<file path="src/rtl/display_scan_controller.sv">
// Four-digit multiplexed seven-segment scan controller with per-frame input snapshot,
// dead-time anti-ghosting and digit blinking. Define LZ_BLANK_EN to blank a leading zero on digit 3.
module display_scan_controller #(
    parameter int REFRESH_DIV  = 100000,
    parameter int DEAD_CYCLES  = 4,
    parameter int BLINK_FRAMES = 100
) (
    input  logic        clk,
    input  logic        rst_n,
    input  logic [15:0] digits,
    input  logic [3:0]  dp_mask,
    input  logic [3:0]  blink_mask,
    output logic [3:0]  num,
    output logic [3:0]  an,
    output logic        dp,
    output logic        frame_start
);

    localparam int DIV_W = (REFRESH_DIV > 1) ? $clog2(REFRESH_DIV) : 1;
    localparam int FRM_W = (BLINK_FRAMES > 1) ? $clog2(BLINK_FRAMES) : 1;
    localparam logic [DIV_W-1:0] DIV_LAST = DIV_W'(REFRESH_DIV - 1);
    localparam logic [DIV_W-1:0] DEAD_LIM = DIV_W'(DEAD_CYCLES);
    localparam logic [FRM_W-1:0] FRM_LAST = FRM_W'(BLINK_FRAMES - 1);

    logic [DIV_W-1:0] div_cnt_q,     div_cnt_d;
    logic [1:0]       digit_sel_q,   digit_sel_d;
    logic [FRM_W-1:0] frame_cnt_q,   frame_cnt_d;
    logic             blink_phase_q, blink_phase_d;
    logic [15:0]      digits_snap_q, digits_snap_d;
    logic [3:0]       dp_snap_q,     dp_snap_d;
    logic [3:0]       blink_snap_q,  blink_snap_d;
    logic [3:0]       num_q,         num_d;
    logic [3:0]       an_q,          an_d;
    logic             dp_q,          dp_d;
    logic             frame_start_q, frame_start_d;

    logic             div_wrap_s;
    logic             frame_end_s;
    logic [3:0]       slot_nibble_s;
    logic             slot_off_s;
    logic             lz_off_s;

    function automatic logic [3:0] pick_nibble(input logic [15:0] word, input logic [1:0] sel);
        logic [3:0] nib;
        case (sel)
            2'd0:    nib = word[3:0];
            2'd1:    nib = word[7:4];
            2'd2:    nib = word[11:8];
            2'd3:    nib = word[15:12];
            default: nib = 4'd0;
        endcase
        return nib;
    endfunction

    // Slot/digit counters, frame counter, blink phase and snapshot capture
    always_comb begin
        div_wrap_s    = (div_cnt_q == DIV_LAST);
        frame_end_s   = div_wrap_s && (digit_sel_q == 2'd3);
        digits_snap_d = digits_snap_q;
        dp_snap_d     = dp_snap_q;
        blink_snap_d  = blink_snap_q;
        frame_cnt_d   = frame_cnt_q;
        blink_phase_d = blink_phase_q;
        if (div_wrap_s) begin
            div_cnt_d   = {DIV_W{1'b0}};
            digit_sel_d = digit_sel_q + 2'd1;
        end else begin
            div_cnt_d   = div_cnt_q + DIV_W'(1);
            digit_sel_d = digit_sel_q;
        end
        if (frame_end_s) begin
            digits_snap_d = digits;
            dp_snap_d     = dp_mask;
            blink_snap_d  = blink_mask;
            if (frame_cnt_q == FRM_LAST) begin
                frame_cnt_d   = {FRM_W{1'b0}};
                blink_phase_d = ~blink_phase_q;
            end else begin
                frame_cnt_d   = frame_cnt_q + FRM_W'(1);
                blink_phase_d = blink_phase_q;
            end
        end else begin
            frame_cnt_d   = frame_cnt_q;
            blink_phase_d = blink_phase_q;
        end
    end

    // Output decode from the current slot state; num tracks the slot even in dead time
    always_comb begin
        slot_nibble_s = pick_nibble(digits_snap_q, digit_sel_q);
`ifdef LZ_BLANK_EN
        lz_off_s = (digit_sel_q == 2'd3) && (slot_nibble_s == 4'd0);
`else
        lz_off_s = 1'b0;
`endif
        slot_off_s = (div_cnt_q < DEAD_LIM)
                   || (blink_phase_q && blink_snap_q[digit_sel_q])
                   || lz_off_s;
        num_d         = slot_nibble_s;
        frame_start_d = frame_end_s;
        if (slot_off_s) begin
            an_d = 4'b1111;
            dp_d = 1'b1;
        end else begin
            an_d = ~(4'b0001 << digit_sel_q);
            dp_d = ~dp_snap_q[digit_sel_q];
        end
    end

    // State and registered outputs
    always_ff @(posedge clk or negedge rst_n) begin
        if (!rst_n) begin
            div_cnt_q     <= {DIV_W{1'b0}};
            digit_sel_q   <= 2'd0;
            frame_cnt_q   <= {FRM_W{1'b0}};
            blink_phase_q <= 1'b0;
            digits_snap_q <= 16'd0;
            dp_snap_q     <= 4'd0;
            blink_snap_q  <= 4'd0;
            num_q         <= 4'd0;
            an_q          <= 4'b1111;
            dp_q          <= 1'b1;
            frame_start_q <= 1'b0;
        end else begin
            div_cnt_q     <= div_cnt_d;
            digit_sel_q   <= digit_sel_d;
            frame_cnt_q   <= frame_cnt_d;
            blink_phase_q <= blink_phase_d;
            digits_snap_q <= digits_snap_d;
            dp_snap_q     <= dp_snap_d;
            blink_snap_q  <= blink_snap_d;
            num_q         <= num_d;
            an_q          <= an_d;
            dp_q          <= dp_d;
            frame_start_q <= frame_start_d;
        end
    end

    assign num         = num_q;
    assign an          = an_q;
    assign dp          = dp_q;
    assign frame_start = frame_start_q;

endmodule

</file>
<file path="config.mk">
export PLATFORM = sky130hd
export DESIGN_NAME = display_scan_controller
export DESIGN_NICKNAME = d
export VERILOG_FILES = /design/src/rtl/display_scan_controller.sv
export SDC_FILE = /design/constraint.sdc
export NUM_CORES = 1
export LEC_CHECK = 0
export ABC_AREA = 1
export CELL_PAD_IN_SITES_DETAIL_PLACEMENT = 0
export CELL_PAD_IN_SITES_GLOBAL_PLACEMENT = 1
export CORE_MARGIN = 2
export CORE_UTILIZATION = 37
export DETAILED_ROUTE_END_ITERATION = 10
export GPL_ROUTABILITY_DRIVEN = 0
export PLACE_DENSITY = 0.79
export SLEW_MARGIN = 20
export SYNTH_ARGS = -nofsm -noshare
export SYNTH_HDL_FRONTEND = slang
export SYNTH_SLANG_ARGS = --single-unit
</file>
<file path="constraint.sdc">
create_clock -name clk -period 1.4 [get_ports clk]
set_input_delay 0.14 -clock clk [delete_from_list [all_inputs] [get_ports clk]]
set_output_delay 0.14 -clock clk [all_outputs]
set_load 0.02 [all_outputs]
</file>
Word-level counts from Yosys, hierarchy flattened
Cells that the tools add are included.
{ "totals": {"register_bits": 61, "inputBits": 26, "elab_cells": 39} }
{ "classes": {"n_addsub": 3, "n_lt_le_gt_ge": 2, "n_eq_ne": 5, "n_shift": 1, "mux": 9, "n_bitwise": 3, "reduce_logical": 5} }
{ "ops": {"columns": ["op", "n"], "rows": [
  ["17-bit by 1-bit adder with 17-bit output (second input constant)", 1],
  ["17-bit == test (second input constant)", 1],
  ["17-bit by 3-bit < comparator with 1-bit output (second input constant)", 1],
  ["17-bit two-way mux", 1],
  ["4-bit one-hot mux with 4 select lines", 1],
  ["7-bit by 1-bit adder with 7-bit output (second input constant)", 1],
  ["7-bit == test (second input constant)", 1],
  ["7-bit two-way mux", 1],
  ["1-bit binary-select mux with 2-bit select", 2],
  ["2-bit == test (second input constant)", 2],
  ["4-bit two-way mux", 1],
  ["4-bit inverter", 1],
  ["1-bit by 2-bit << shifter with 4-bit output (first input constant)", 1],
  ["2-bit by 3-bit < comparator with 1-bit output (second input constant)", 1],
  ["1-bit two-way mux", 3],
  ["2-bit by 1-bit adder with 2-bit output (second input constant)", 1],
  ["2-bit by 1-bit == test with 1-bit output (second input constant)", 1],
  ["1-bit logical AND", 2],
  ["2-bit logical NOT", 1],
  ["1-bit inverter", 2],
  ["2-bit AND reduction", 1],
  ["1-bit logical OR", 1]
]} }

Depth between registers and ports, before layout
{ "logic_depth": {"depth_word": 5, "mapped_depth": 10, "ltp_nobuf": 9} }

Least setup slack after synthesis
Ideal clock, no wire load.
{ "synth_path": {"path_type": "register to register", "from": "register digit_sel_q[0]", "to": "register digits_snap_q[0]", "setup_ns": 0.126, "t_arrival_ns": 1.359, "required_time_ns": 1.274, "path_slack_ns": -0.085, "stages_incl_launch_ff": 7, "period_less_slack_ns": 1.485, "cell_sequence": "dfrtp_1 ha_1 clkbuf_1 inv_1 nor2_8 buf_6 o21ai_0"} }
{ "synth_via": {"elab_chain_cells": 2} }
{ "synth_rtl": {"columns": ["element", "line", "text"], "rows": [
  ["from (decl)", "26", "logic [1:0] digit_sel_q, digit_sel_d;"],
  ["from (signal assigned)", "126", "digit_sel_q <= digit_sel_d;"],
  ["2-bit == test", "58", "frame_end_s = div_wrap_s && (digit_sel_q == 2'd3);"],
  ["1-bit logical AND", "58", null],
  ["to (signal assigned)", "129", "digits_snap_q <= digits_snap_d;"],
  ["to (decl)", "29", "logic [15:0] digits_snap_q, digits_snap_d;"]
]} }
Every way passes these cells.
A chain may end at the register's enable or synchronous reset.

Final worst setup path
{ "layout_path": {"from": "register div_cnt_q[0]", "to": "register frame_cnt_q[0]"} }
{ "layout_via": {"elab_chain_cells": 2} }
{ "layout_rtl": {"columns": ["element", "line", "text"], "rows": [
  ["from (decl)", "25", "logic [DIV_W-1:0] div_cnt_q, div_cnt_d;"],
  ["from (signal assigned)", "113", "div_cnt_q <= {DIV_W{1'b0}};"],
  ["from (signal assigned)", "125", "div_cnt_q <= div_cnt_d;"],
  ["17-bit == test", "57", "div_wrap_s = (div_cnt_q == DIV_LAST);"],
  ["1-bit logical AND", "58", null],
  ["to (signal assigned)", "115", "frame_cnt_q <= {FRM_W{1'b0}};"],
  ["to (signal assigned)", "127", "frame_cnt_q <= frame_cnt_d;"],
  ["to (decl)", "27", "logic [FRM_W-1:0] frame_cnt_q, frame_cnt_d;"]
]} }
Every way passes these cells.

==> results.json <==
{
  "r2r_slack_ns": -0.05,
  "relSlewSlack_pct": 71.0,
  "diodes": 0,
  "wirelength_mm": 7.14,
  "critPathMaxFanout": 13,
  "grt_pass1_vias": 2676,
  "numPortBuffers": 35,
  "die_width_um": 94.5,
  "wire_per_inst_um": 12.5,
  "arrival_ns": 1.67,
  "place_ws_ns": -0.109,
  "antenna_found_initial": 0,
  "power_leakage_nw": 2.05,
  "cts_buffers": 9,
  "cts.path.max_buffers": 2,
  "grt_pass1_wl_mm": 11.8,
  "synth_warnings": 0,
  "synth-seq-cells": 61,
  "syn_nets": 411,
  "yosys_most_used_dff": "dfrtp_1",
  "fin_crit_sh_pct": 103,
  "finalHoldViolCount": 0,
  "worst_slew_pin_slew_ns": 0.434,
  "rsz0062_at_grt": "true",
  "avgSynthCellArea_um2": 8.02,
  "violations": "setup timing",
  "core_um2": 8090,
  "cts_max_level": 3,
  "seq_area_frac_synth_pct": 50.5,
  "layout_setup_ws_ns": -0.0457,
  "fin_util_pct": 52.1,
  "ir_worst_vdd_uv": 411,
  "min_period_ns": 1.45,
  "grt_max_degree": 26,
  "drt_iter0_markers": 95,
  "die-area_um2": 8940,
  "final_area_um2": 4220,
  "firstDrtPassIters": 4,
  "synth_cell_types": 28,
  "netlist_instances": 378,
  "drive_gt1_share_pct": 23.6,
  "hold_path.class": "in -> async",
  "status": "complete, but fails checks",
  "die-height_um": 94.5,
  "cts_num_sinks": 61,
  "end_kind": "flip-flop",
  "fin_skew_ns": 0.00802,
  "avgViaCountPerCell": 4.58,
  "clk_pin_slew_ns": 0.07,
  "clock-root-buffer": "clkbuf_8",
  "clkLatencyLatePin_ns": 0.33,
  "drc_errors": 0,
  "synth_edf_count": 0,
  "vias": 2618,
  "fmax_mhz": 692,
  "syn_area_um2": 3030,
  "postSynth.asyncResetShare_pct": 100,
  "dp_hpwl_mm": 5.12,
  "start_kind": "flip-flop",
  "finalMaxSlewViolations": 0,
  "area_growth_pct": 39.0,
  "path_class": "reg -> reg",
  "cts_tree": "done",
  "grt_overflow": 0,
  "initial_core_util_pct": 37.5,
  "grt_usage_pct": 16.9,
  "powerDensity_nw_per_um2": 777,
  "setup-violations-final": 29,
  "nets": 494,
  "maxCapViolCount": 0,
  "placed_area_um2": 3770,
  "worstPathRequired_ns": 1.62,
  "num_io_pins": 36,
  "row_count": 33,
  "final_antenna_net_count": 0
}
cell families (layout without fill, tap and decap cells):
logic type | after synthesis | count (layout) | synth area share [%]
AO/OA/AOI/OAI | 24 | 24 | 4.58
flip-flops | 61 | 61 | 50.5
AND/OR/NAND/NOR | 231 | 231 | 32.4
XOR/XNOR | 9 | 9 | 2.60
buffers and inverters | 46 | 134 | 6.97
adder cells (fa/ha/maj) | 7 | 7 | 2.89
cells in the mapped netlist (3+ instances only):
cell	count	area [um2]
a21oi_1	7	35.0
a32oi_1	4	35.0
buf_6	5	56.3
clkbuf_1	3	11.3
dfrtp_1	56	1400
dfstp_2	5	131
ha_1	7	87.6
inv_1	33	124
inv_2	4	15.0
nand2_1	148	556
nand2_2	3	18.8
nand3_1	12	60.1
nand4_1	7	43.8
nor2_1	46	173
nor2_2	5	31.3
nor3_1	4	20.0
o21ai_0	8	40.0
o21ai_1	3	15.0
xor2_1	9	78.8
registers in the layout, summed over array words and instances (netlist names):
| signal | cells |
|---|---|
| digits_snap_q | 16 |
| dp_snap_q | 4 |
| frame_cnt_q | 7 |
| dp | 1 |
| digit_sel_q | 2 |
| frame_start | 1 |
| num | 4 |
| blink_phase_q | 1 |
| an | 4 |
| blink_snap_q | 4 |
| div_cnt_q | 17 |
worst max-delay path, stage by stage (launching register included):
cell and delay (ns):
dfrtp_1 0.39, ha_4 0.16, nand2_4 0.06, inv_4 0.08, nand2_4 0.05, nor2_4 0.11
nand4_4 0.16, buf_6 0.19, nand2_1 0.07, nand2_1 0.05
worst paths after layout:
| kind | from | to | depth (start not counted) |
|---|---|---|---|
| setup / recovery | div_cnt_q[0]$_DFF_PN0_ | frame_cnt_q[0]$_DFFE_PN0P_ | 9 |
| hold / removal | rst_n | div_cnt_q[11]$_DFF_PN0_ | 2 |
| min in group clk | digits[6] | digits_snap_q[6]$_DFFE_PN0P_ | 3 |
| max in group asynchronous | rst_n | digits_snap_q[0]$_DFFE_PN0P_ | 3 |
| setup reg to reg | div_cnt_q[0]$_DFF_PN0_ | frame_cnt_q[0]$_DFFE_PN0P_ | 9 |
| hold reg to reg | blink_snap_q[1]$_DFFE_PN0P_ | blink_snap_q[1]$_DFFE_PN0P_ | 2 |
power breakdown:
| part | switching, mW | internal [mW] | leakage, nW |
|---|---|---|---|
| clock network | 0.667 | 0.730 | 0.0921 |
| registers | 0 | 1.76 | 0.672 |
| logic | 0.0459 | 0.0715 | 1.29 |
metal layers:
metal,routed length (um),track usage [%],vias up
met4,129,6.28,0
met1,3150,20.2,1220
met5,0,0,-
li1,-,-,1338
met2,3620,30.0,48
met3,242,3.51,12
area by class of cell:
type,instances,area (um2)
Timing Repair Buffer,81,791
Multi-Input combinational cell,271,1440
Clock inverter,4,22.5
Tap cell,105,131
Sequential cell,61,1540
Fill cell,802,3880
Clock buffer,12,155
Inverter,37,141
timing repair:
action / in CTS / in global routing
resized for setup: 20 / 48
hold buffers: 1 / 0
setup buffers: 1 / 2
endpoints found under the hold margin: 10 / 0
pin swaps: 1 / 11
gates cloned: 0 / 2
endpoints found under the setup margin: 45 / 55
layout by cell type, fill, tap and decap left out, types with 3 or more instances in the layout:
| cell | instances |
|---|---|
| a21oi_1 | 7 |
| nand2_1 | 139 |
| buf_12 | 3 |
| dlygate4sd2_1 | 10 |
| nand4_1 | 7 |
| clkbuf_8 | 11 |
| buf_4 | 31 |
| nor2_4 | 9 |
| nor2_2 | 3 |
| clkdlybuf4s50_1 | 24 |
| ha_1 | 4 |
| nand2_4 | 5 |
| nand2_2 | 8 |
| nand3_1 | 10 |
| dfrtp_1 | 54 |
| dfstp_2 | 5 |
| o21ai_0 | 3 |
| xor2_1 | 9 |
| a32oi_1 | 4 |
| nor3_1 | 3 |
| inv_1 | 31 |
| o21ai_1 | 6 |
| inv_2 | 5 |
| clkinv_2 | 3 |
| buf_6 | 8 |
| nor2_1 | 40 |
per-stage QoR:
step | hold WS, ns | power (mW) | TNS (ns) | std cells
6_report | 0.276 | 3.28 | -0.767 | 571
5_1_grt | 0.311 | 3.40 | -4.06 | 571
4_1_cts | 0.285 | 3.33 | -0.343 | 567
3_5_place_dp | 0.103 | 1.91 | -1.17 | 549
3_3_place_gp | 0.102 | 1.91 | -0.441 | 549
2_1_floorplan | -0.156 | 1.80 | 0 | 378
Power figures use the tool's default switching activity.
